--- src/rtl/tomasulo_pkg.sv ---
// Shared definitions for the Tomasulo core: instruction fields, opcodes,
// station tag ranges and the issue-stage state encoding.
package tomasulo_pkg;

    localparam int unsigned TAG_W = 3;
    localparam int unsigned REG_W = 3;
    localparam logic [TAG_W-1:0] TAG_NONE = '0;

    localparam logic [3:0] OP_ADD  = 4'b0000;
    localparam logic [3:0] OP_SUB  = 4'b0001;
    localparam logic [3:0] OP_MUL  = 4'b0101;
    localparam logic [3:0] OP_DIV  = 4'b1000;
    localparam logic [3:0] OP_HALT = 4'b1111;

    localparam int unsigned OP_MSB = 15;
    localparam int unsigned OP_LSB = 12;
    localparam int unsigned RD_MSB = 11;
    localparam int unsigned RD_LSB = 9;
    localparam int unsigned RS_MSB = 8;
    localparam int unsigned RS_LSB = 6;
    localparam int unsigned RT_MSB = 5;
    localparam int unsigned RT_LSB = 3;

    localparam int unsigned N_ADD_RS      = 3;
    localparam int unsigned N_MUL_RS      = 2;
    localparam int unsigned ADD_TAG_FIRST = 1;
    localparam int unsigned MUL_TAG_FIRST = ADD_TAG_FIRST + N_ADD_RS;

    typedef enum logic [1:0] {
        OCIOSO,
        DESPACHA,
        PARADO,
        FIM
    } estado_t;

endpackage

--- src/rtl/tabela_status_reg.sv ---
// Register status table (Qi): producer tag per architectural register,
// two bypassing read ports, one rename write port, CDB clear.
module tabela_status_reg
    import tomasulo_pkg::*;
#(
    parameter int unsigned NREG = 8
) (
    input  logic             clock,
    input  logic             resetn,
    input  logic [REG_W-1:0] ra_j,
    input  logic [REG_W-1:0] ra_k,
    output logic [TAG_W-1:0] q_j,
    output logic [TAG_W-1:0] q_k,
    input  logic             we,
    input  logic [REG_W-1:0] wa,
    input  logic [TAG_W-1:0] wd,
    input  logic             cdb_valid,
    input  logic [TAG_W-1:0] cdb_tag
);

    logic [TAG_W-1:0] qi [NREG];

    // A tag broadcast this cycle is already resolved for the reader.
    always_comb begin
        q_j = qi[ra_j];
        q_k = qi[ra_k];
        if (cdb_valid && q_j == cdb_tag) q_j = TAG_NONE;
        if (cdb_valid && q_k == cdb_tag) q_k = TAG_NONE;
    end

    always_ff @(posedge clock or negedge resetn) begin
        if (!resetn) begin
            for (int unsigned i = 0; i < NREG; i++) qi[i] <= TAG_NONE;
        end else begin
            for (int unsigned i = 0; i < NREG; i++) begin
                if (we && wa == REG_W'(i))
                    qi[i] <= wd;
                else if (cdb_valid && qi[i] == cdb_tag)
                    qi[i] <= TAG_NONE;
            end
        end
    end

endmodule

--- src/rtl/unidade_despacho.sv ---
// Issue stage: decodes the queue head, allocates a reservation station,
// renames the destination and emits a registered issue bundle.
module unidade_despacho
    import tomasulo_pkg::*;
#(
    parameter int unsigned NREG  = 8,
    parameter int unsigned N_ADD = N_ADD_RS,
    parameter int unsigned N_MUL = N_MUL_RS
) (
    input  logic             clock,
    input  logic             resetn,
    input  logic [15:0]      instrucao,
    input  logic             instr_valid,
    input  logic [N_ADD-1:0] rs_add_livre,
    input  logic [N_MUL-1:0] rs_mul_livre,
    input  logic             cdb_valid,
    input  logic [TAG_W-1:0] cdb_tag,
    output logic             sinal,
    output logic             issue_valid,
    output logic [TAG_W-1:0] issue_tag,
    output logic [3:0]       issue_op,
    output logic [REG_W-1:0] issue_rs,
    output logic [REG_W-1:0] issue_rt,
    output logic [TAG_W-1:0] issue_qj,
    output logic [TAG_W-1:0] issue_qk,
    output logic             halted
);

    estado_t          estado;
    logic [3:0]       op;
    logic [REG_W-1:0] rd, rs, rt;
    logic [2:0]       unused_campo;
    logic             is_add, is_mul, is_halt;
    logic [N_ADD-1:0] add_disp;
    logic [N_MUL-1:0] mul_disp;
    logic             aloca_ok;
    logic [TAG_W-1:0] aloca_tag;
    logic             emite;
    logic [TAG_W-1:0] q_j, q_k;

    assign op           = instrucao[OP_MSB:OP_LSB];
    assign rd           = instrucao[RD_MSB:RD_LSB];
    assign rs           = instrucao[RS_MSB:RS_LSB];
    assign rt           = instrucao[RT_MSB:RT_LSB];
    assign unused_campo = instrucao[2:0];

    assign is_add  = (op == OP_ADD) || (op == OP_SUB);
    assign is_mul  = (op == OP_MUL) || (op == OP_DIV);
    assign is_halt = (op == OP_HALT);

    // The station picked last edge still reads as free until its own
    // register catches the bundle, so hide that tag for one cycle.
    always_comb begin
        add_disp  = rs_add_livre;
        mul_disp  = rs_mul_livre;
        aloca_ok  = 1'b0;
        aloca_tag = TAG_NONE;
        for (int unsigned i = 0; i < N_ADD; i++)
            if (issue_valid && issue_tag == TAG_W'(ADD_TAG_FIRST + i)) add_disp[i] = 1'b0;
        for (int unsigned i = 0; i < N_MUL; i++)
            if (issue_valid && issue_tag == TAG_W'(MUL_TAG_FIRST + i)) mul_disp[i] = 1'b0;
        if (is_add) begin
            for (int unsigned i = 0; i < N_ADD; i++)
                if (add_disp[i] && !aloca_ok) begin
                    aloca_ok  = 1'b1;
                    aloca_tag = TAG_W'(ADD_TAG_FIRST + i);
                end
        end else if (is_mul) begin
            for (int unsigned i = 0; i < N_MUL; i++)
                if (mul_disp[i] && !aloca_ok) begin
                    aloca_ok  = 1'b1;
                    aloca_tag = TAG_W'(MUL_TAG_FIRST + i);
                end
        end
    end

    assign emite = instr_valid && aloca_ok && (estado != FIM);

    tabela_status_reg #(.NREG(NREG)) u_tabela (
        .clock     (clock),
        .resetn    (resetn),
        .ra_j      (rs),
        .ra_k      (rt),
        .q_j       (q_j),
        .q_k       (q_k),
        .we        (emite),
        .wa        (rd),
        .wd        (aloca_tag),
        .cdb_valid (cdb_valid),
        .cdb_tag   (cdb_tag)
    );

    always_ff @(posedge clock or negedge resetn) begin
        if (!resetn) begin
            estado      <= OCIOSO;
            sinal       <= 1'b0;
            issue_valid <= 1'b0;
            issue_tag   <= '0;
            issue_op    <= '0;
            issue_rs    <= '0;
            issue_rt    <= '0;
            issue_qj    <= '0;
            issue_qk    <= '0;
            halted      <= 1'b0;
        end else begin
            sinal       <= 1'b0;
            issue_valid <= 1'b0;
            if (estado != FIM) begin
                if (!instr_valid) begin
                    estado <= OCIOSO;
                end else if (is_halt) begin
                    estado <= FIM;
                    halted <= 1'b1;
                end else if (is_add || is_mul) begin
                    if (aloca_ok) begin
                        estado      <= DESPACHA;
                        sinal       <= 1'b1;
                        issue_valid <= 1'b1;
                        issue_tag   <= aloca_tag;
                        issue_op    <= op;
                        issue_rs    <= rs;
                        issue_rt    <= rt;
                        issue_qj    <= q_j;
                        issue_qk    <= q_k;
                    end else begin
                        estado <= PARADO;
                    end
                end else begin
                    estado <= DESPACHA;
                    sinal  <= 1'b1;
                end
            end
        end
    end

endmodule

--- config.mk ---
export PLATFORM = sky130hd
export DESIGN_NAME = unidade_despacho
export DESIGN_NICKNAME = d
export VERILOG_FILES = /design/src/rtl/tomasulo_pkg.sv /design/src/rtl/tabela_status_reg.sv /design/src/rtl/unidade_despacho.sv
export SDC_FILE = /design/constraint.sdc
export NUM_CORES = 1
export LEC_CHECK = 0
export CAP_MARGIN = 20
export CORE_ASPECT_RATIO = 2
export CORE_MARGIN = 2
export CORE_UTILIZATION = 52
export CTS_BUF_LIST = sky130_fd_sc_hd__clkbuf_2
export DETAILED_ROUTE_END_ITERATION = 12
export DONT_BUFFER_PORTS = 1
export GPL_TIMING_DRIVEN = 0
export PLACE_DENSITY_LB_ADDON = 0.12
export SLEW_MARGIN = 0
export SYNTH_ARGS = -nofsm -noshare
export SYNTH_HDL_FRONTEND = slang
export SYNTH_SLANG_ARGS = --single-unit
--- constraint.sdc ---
create_clock -name clock -period 2.52 [get_ports clock]
set_clock_uncertainty 0.15 [all_clocks]
set_input_delay 0.504 -clock clock [delete_from_list [all_inputs] [get_ports clock]]
set_output_delay 0.504 -clock clock [all_outputs]
set_load 0.02 [all_outputs]
### Yosys cells after proc, flatten, opt, wreduce, memory -nomap -nowiden

Cells that the tools add are included.

| word-level totals | value |
|---|---|
| register bits after elaboration | 48 |
| input port bits | 28 |
| output and inout port bits | 22 |
| logic and storage cells | 156 |

| cells by class | value |
|---|---|
| magnitude comparators | 2 |
| equal/unequal tests | 27 |
| multiplexer cells | 60 |
| bitwise gates (word level) | 3 |
| reductions and logical operators | 46 |

Operators by type and width:

| cell | count |
|---|---|
| $mux W3 | 28 |
| $eq A3 B3 Y1 | 10 |
| $logic_and A1 B1 Y1 | 28 |
| $mux W1 | 26 |
| $bmux W3 S3 | 2 |
| $eq A3 B3 Y1 const B | 6 |
| $reduce_bool A2 Y1 | 8 |
| $eq A3 B2 Y1 const B | 4 |
| $eq A4 B4 Y1 const B | 2 |
| $ge A4 B4 Y1 const B | 2 |
| $mux W2 | 4 |
| $not A3 Y4 | 2 |
| $eq A3 B1 Y1 const B | 2 |
| $reduce_and A5 Y1 | 1 |
| $eq A4 B1 Y1 const B | 1 |
| $eq A4 B3 Y1 const B | 1 |
| $logic_not A4 Y1 | 1 |
| $logic_not A1 Y1 | 3 |
| $logic_not A3 Y1 | 1 |
| $logic_or A1 B1 Y1 | 3 |
| $reduce_and A3 Y1 | 1 |
| $ne A2 B2 Y1 const B | 1 |
| $not A1 Y1 | 1 |

### Logic depth before layout (Yosys ltp)

| logic depth | value |
|---|---|
| depth in word-level cells | 18 |
| gate-level depth with buffers | 7 |

### Modules after synthesis

From an unflattened synthesis, not the netlist that was laid out.

| second synthesis, totals | value |
|---|---|
| cell total of the unflattened synthesis | 227 |
| area, all modules | 2909.0 um^2 |

Modules (own cells, without submodules):

| module | times used | cells an instance | area an instance (um^2) |
|---|---|---|---|
| tabela_status_reg | 1 | 150 | 1735.4 |
| unidade_despacho | 1 | 77 | 1173.6 |

### Worst setup path after synthesis

Ideal clock, no wire load.

| path | value |
|---|---|
| path kind | input-to-reg |
| start point | input port instrucao[8] |
| end point | register issue_qj[0] |
| library setup time | 0.137 ns |
| data arrival time | 2.003 ns |
| slack | 0.230 ns |
| stages | 7 |
| cell sequence | buf_2 buf_2 mux2i_1 mux4_2 xnor2_1 nor3_1 a22oi_1 |

| between the ends | value |
|---|---|
| longest elaborated chain between the ends | 7 |

Ends and longest elaborated chain:

| what | RTL line | source |
|---|---|---|
| start, declared | unidade_despacho.sv:12 | `input logic [15:0] instrucao,` |
| $not A3 Y4 (implied by the code) * | tabela_status_reg.sv:25 | `q_j = qi[ra_j];` |
| $bmux W3 S3 * | tabela_status_reg.sv:25 |  |
| $mux W3 (implied by the code) * (2 in a row) | tabela_status_reg.sv:25 |  |
| $eq A3 B3 Y1 | tabela_status_reg.sv:27 | `if (cdb_valid && q_j == cdb_tag) q_j = TAG_NONE;` |
| $logic_and A1 B1 Y1 | tabela_status_reg.sv:27 |  |
| $mux W3 * | tabela_status_reg.sv:27 |  |
| end signal, assigned | unidade_despacho.sv:123 | `issue_qj <= q_j;` |
| end, declared | unidade_despacho.sv:24 | `output logic [TAG_W-1:0] issue_qj,` |

Mark *: on every way between the ends. The rest lies on a longest branch, timed or not. The select of a mux whose other input is x is not followed.
A chain may end at the register's enable or synchronous reset.

### Final worst setup path

| path | value |
|---|---|
| start point | register issue_valid |
| end point | register u_tabela.qi[17] in the netlist's numbering |

| between the ends | value |
|---|---|
| longest elaborated chain between the ends | 16 |
| elaborated cells on any way between the ends | 37 |
| those cells by class | mux: 22; reduce/logical: 15 |

Ends and longest elaborated chain:

| what | RTL line | source |
|---|---|---|
| start, declared | unidade_despacho.sv:19 | `output logic issue_valid,` |
| start signal, assigned | unidade_despacho.sv:97 | `issue_valid <= 1'b0;` |
| start signal, assigned | unidade_despacho.sv:107 | `issue_valid <= 1'b0;` |
| start signal, assigned | unidade_despacho.sv:118 | `issue_valid <= 1'b1;` |
| $logic_and A1 B1 Y1 | unidade_despacho.sv:59 | `if (issue_valid && issue_tag == TAG_W'(ADD_TAG_FIRST + i)) add_disp[i] = 1'b0;` |
| $mux W1 | unidade_despacho.sv:59 |  |
| $mux W1 | unidade_despacho.sv:64 | `if (add_disp[i] && !aloca_ok) begin` |
| $mux W1 | unidade_despacho.sv:62 | `if (is_add) begin` |
| $logic_not A1 Y1 | unidade_despacho.sv:64 |  |
| $logic_and A1 B1 Y1 | unidade_despacho.sv:64 |  |
| $mux W1 | unidade_despacho.sv:64 |  |
| $mux W1 | unidade_despacho.sv:62 |  |
| $logic_not A1 Y1 | unidade_despacho.sv:64 |  |
| $logic_and A1 B1 Y1 | unidade_despacho.sv:64 |  |
| $mux W1 | unidade_despacho.sv:64 |  |
| $mux W1 | unidade_despacho.sv:62 |  |
| $logic_and A1 B1 Y1 (2 in a row) | unidade_despacho.sv:77 | `assign emite = instr_valid && aloca_ok && (estado != FIM);` |
| $logic_and A1 B1 Y1 | tabela_status_reg.sv:36 | `if (we && wa == REG_W'(i))` |
| $mux W3 / $reduce_bool A2 Y1 (equally long branches) | - |  |
| end signal, assigned by index | tabela_status_reg.sv:37 | `qi[i] <= wd;` |
| end, declared | tabela_status_reg.sv:21 | `logic [TAG_W-1:0] qi [NREG];` |

Parallel ways exist; a longest one is shown, timed or not. The select of a mux whose other input is x is not followed.

==> metrics.csv <==
stage,metric,value,unit
logic_synthesis,synth_xor_area_share,8.53,%
logic_synthesis,syn_nets,300,
detailed_routing,viasPerCell,6.39,
finish,mostFrequentLayoutCells,"dfrtp_1 (45), mux2i_1 (43), xnor2_1 (29), nand2_1 (29), o21ai_0 (15)",
clocking,clockRootBuffer,clkbuf_2,
finish,fillers,487,
logic_synthesis,ys_warn_count,0,
global_route,grt.overflow.total,0,
power_and_ir_drop,p_leak,1.39,nW
finish,antenna_cells,0,
logic_synthesis,avgSynthCellArea,10.9,µm²
logic_synthesis,muxShareOfSynthArea,24.3,%
global_route,grt_pass1_vias,2303,
sta,relSlewSlack,47.7,%
clocking,post_cts_buffers,0,
logic_synthesis,synth_compound_area_share,7.90,%
sta,slew_viol_final,0,
logic_synthesis,synth-seq-cells,48,
detailed_routing,firstDrtPassIters,4,
die,row_count,39,
sta,worstMarginPinSlew,0.785,ns
logic_synthesis,synth_cell_type_count,48,
setup_path,slowest_stage,dfrtp_1,
detailed_routing,ant_nets,0,
setup_path,critPathRequiredTime,2.69,ns
sta,fin_crit,2.44,ns
setup_path,path_cells,and3b_1 > o2bb2ai_1 > o211a_1 > buf_6 > or4_4 > buf_6 > mux2i_1,
setup_path,crit_path_start_kind,register,
global_route,grt_pass1_wl,12.1,mm
sta,setup_violations,0,
finish,num-nets-final,316,
setup_path,r2r_slack,0.08,ns
global_route,gr-usage-all-layers,25.1,%
sta,fin_ws,0.0786,ns
die,die_w,57.5,µm
logic_synthesis,synth_fa_ha_area_share,0,%
detailed_routing,wirelength,7.48,mm
logic_synthesis,synthCells,272,
sta,max_clock_freq,410,MHz
die,start_util,53.0,%
setup_path,path_buf_inv,2,
clocking,clk_pin_slew_worst_paths,0.24,ns
sta,hold_violations,0,
power_and_ir_drop,power.density,391,nW/µm²
clocking,clk_path_buf_depth,2,
placement,hpwl,5.53,mm
die,die-area,6380,µm²
global_route,grt_max_degree,49,
logic_synthesis,syn_area,2980,µm²
outcome,status,"complete, no violations",
setup_path,cp_max_fo,10,
setup_path,cpLargestDelayFamily,simple AND/OR/NAND/NOR gates,
finish,drive_gt1_share,17.3,%
clocking,cts.sinks,48,
clocking,clkLatencyLatePin,0.46,ns
detailed_routing,vias,2236,
setup_path,path_class,register to register,
setup_path,cp_slowest_stage_delay,0.54,ns
setup_path,crit_path_frequent_cell,buf_6,
finish,utilization,57.8,%
sta,setup_tns,0,ns
setup_path,cp.arrival,2.61,ns
finish,final_cells,350,
detailed_routing,drt_iter0_drc,95,
detailed_routing,avgRoutedWirePerCell,21.4,µm
placement,portBuffers,0,
power_and_ir_drop,ir_drop,0.000448,V
detailed_routing,drc,0,
finish,area_growth,9.04,%
logic_synthesis,ys.flop_type,dfrtp_1,
placement,dp_slack,-0.0342,ns
logic_synthesis,synth_edf_count,0,
finish,final_common_cell,dfrtp_1,
clocking,numCtsBuffers,5,
hold_path,hold_class,input pin to register,
setup_path,end_kind,register,
flow_run,cap_violations,0,
die,io_pins,50,
sta,hold_ws,0.0580,ns
logic_synthesis,yosysSeqAreaShare,40.4,%
placement,dp_cells,334,
logic_synthesis,synth-simple-area-share,15.3,%
sta,finalCritPeriodShare,96.9,%
global_route,antenna_found_initial,0,
die,core-area,5610,µm²
clocking,cts_tree,yes,
clocking,htreeDepth,2,
die,die_h,111,µm
logic_synthesis,synth_top_family_by_area,multiplexers,
sta,rsz0062_at_grt,false,
logic_synthesis,synthArstFlopShare,100,%
placement,place_congestion,0.895,
==> worst register-to-register path: stages (launching register included) <==
cell       delay [ns]
dfrtp_1          0.54
and3b_1          0.26
o2bb2ai_1        0.18
o211a_1          0.27
buf_6            0.16
or4_4            0.50
buf_6            0.15
mux2i_1          0.11
==> cell usage after synthesis (all sizes together) (2+ instances only) <==
cell type,instances,share of area [%]
a22oi,6,1.5
and2,2,0.42
buf,12,2.3
clkbuf,6,0.76
dfrtp,48,40
inv,4,0.50
mux2,12,4.5
mux2i,43,14
mux4,7,5.3
nand2,30,3.8
nand2b,3,0.63
nand3b,2,0.50
nand4,11,2.3
nor2,2,0.25
nor2b,2,0.42
nor3,4,0.84
nor4,6,2.1
o211ai,2,0.67
o21ai,16,2.7
o31a,2,0.59
or3,5,1.1
or4,2,0.63
xnor2,29,8.5
==> layout make-up <==
cell class / count / area, µm² / area share (%)
Buffer: 18 / 95.1 / 2.93
Clock buffer: 7 / 35.0 / 1.08
Clock inverter: 1 / 8.76 / 0.270
Inverter: 4 / 15.0 / 0.463
Multi-Input combinational cell: 202 / 1710 / 52.5
Sequential cell: 48 / 1200 / 37.1
Tap cell: 61 / 76.3 / 2.35
Timing Repair Buffer: 9 / 105 / 3.24
==> report_power, final <==
part	internal, mW	total, mW	switching (mW)
sequential	0.775	0.783	0.00731
combinational	0.0658	0.160	0.0947
clock	0.0788	0.326	0.247
total	0.920	1.27	0.349
==> metrics by stage <==
stage | cell area [µm²] | power [mW]
final | 3250 | 1.27
after floorplan | 2980 | 0.894
after global placement | 3050 | 0.919
after detailed placement | 3060 | 0.922
after CTS | 3160 | 1.27
after global routing | 3250 | 1.32
==> timing repair <==
action	CTS	global route
hold endpoints to repair	49	5
setup endpoints to repair	8	17
resized for setup	2	10
hold buffers	3	5
==> path summary, 6_finish.rpt <==
kind                                       start                           to  depth (start not counted)
max                        issue_valid$_DFF_PN0_  u_tabela.qi[17]$_DFFE_PN0P_                          7
min                                  instr_valid        estado[0]$_DFFE_PN0P_                          2
max reg2reg                issue_valid$_DFF_PN0_  u_tabela.qi[17]$_DFFE_PN0P_                          7
min reg2reg                estado[1]$_DFFE_PN0P_        estado[0]$_DFFE_PN0P_                          2
max in group asynchronous                 resetn  u_tabela.qi[16]$_DFFE_PN0P_                          2
min in group asynchronous                 resetn      issue_qj[0]$_DFFE_PN0P_                          2
==> cell families after synthesis <==
family          count (synthesis)
xor+xnor                       29
simple gates                   77
compound gates                 34
flops                          48
buf+inv                        22
mux                            62
==> layer usage <==
layer | up-vias | GRT usage [%] | routed length, µm
met5 | - | 0 | 0
li1 | 1025 | - | -
met2 | 56 | 39.4 | 3860
met4 | 0 | 12.6 | 259
met3 | 14 | 6.30 | 325
met1 | 1141 | 31.4 | 3040
==> state kept, by name, indices dropped and copies added, names as in the netlist <==
register	flops
estado	2
issue_valid	1
issue_qk	3
halted	1
issue_rt	3
issue_qj	3
issue_rs	3
issue_op	4
u_tabela.qi	24
issue_tag	3
sinal	1
No activity file was read; power rests on OpenSTA's default activity.
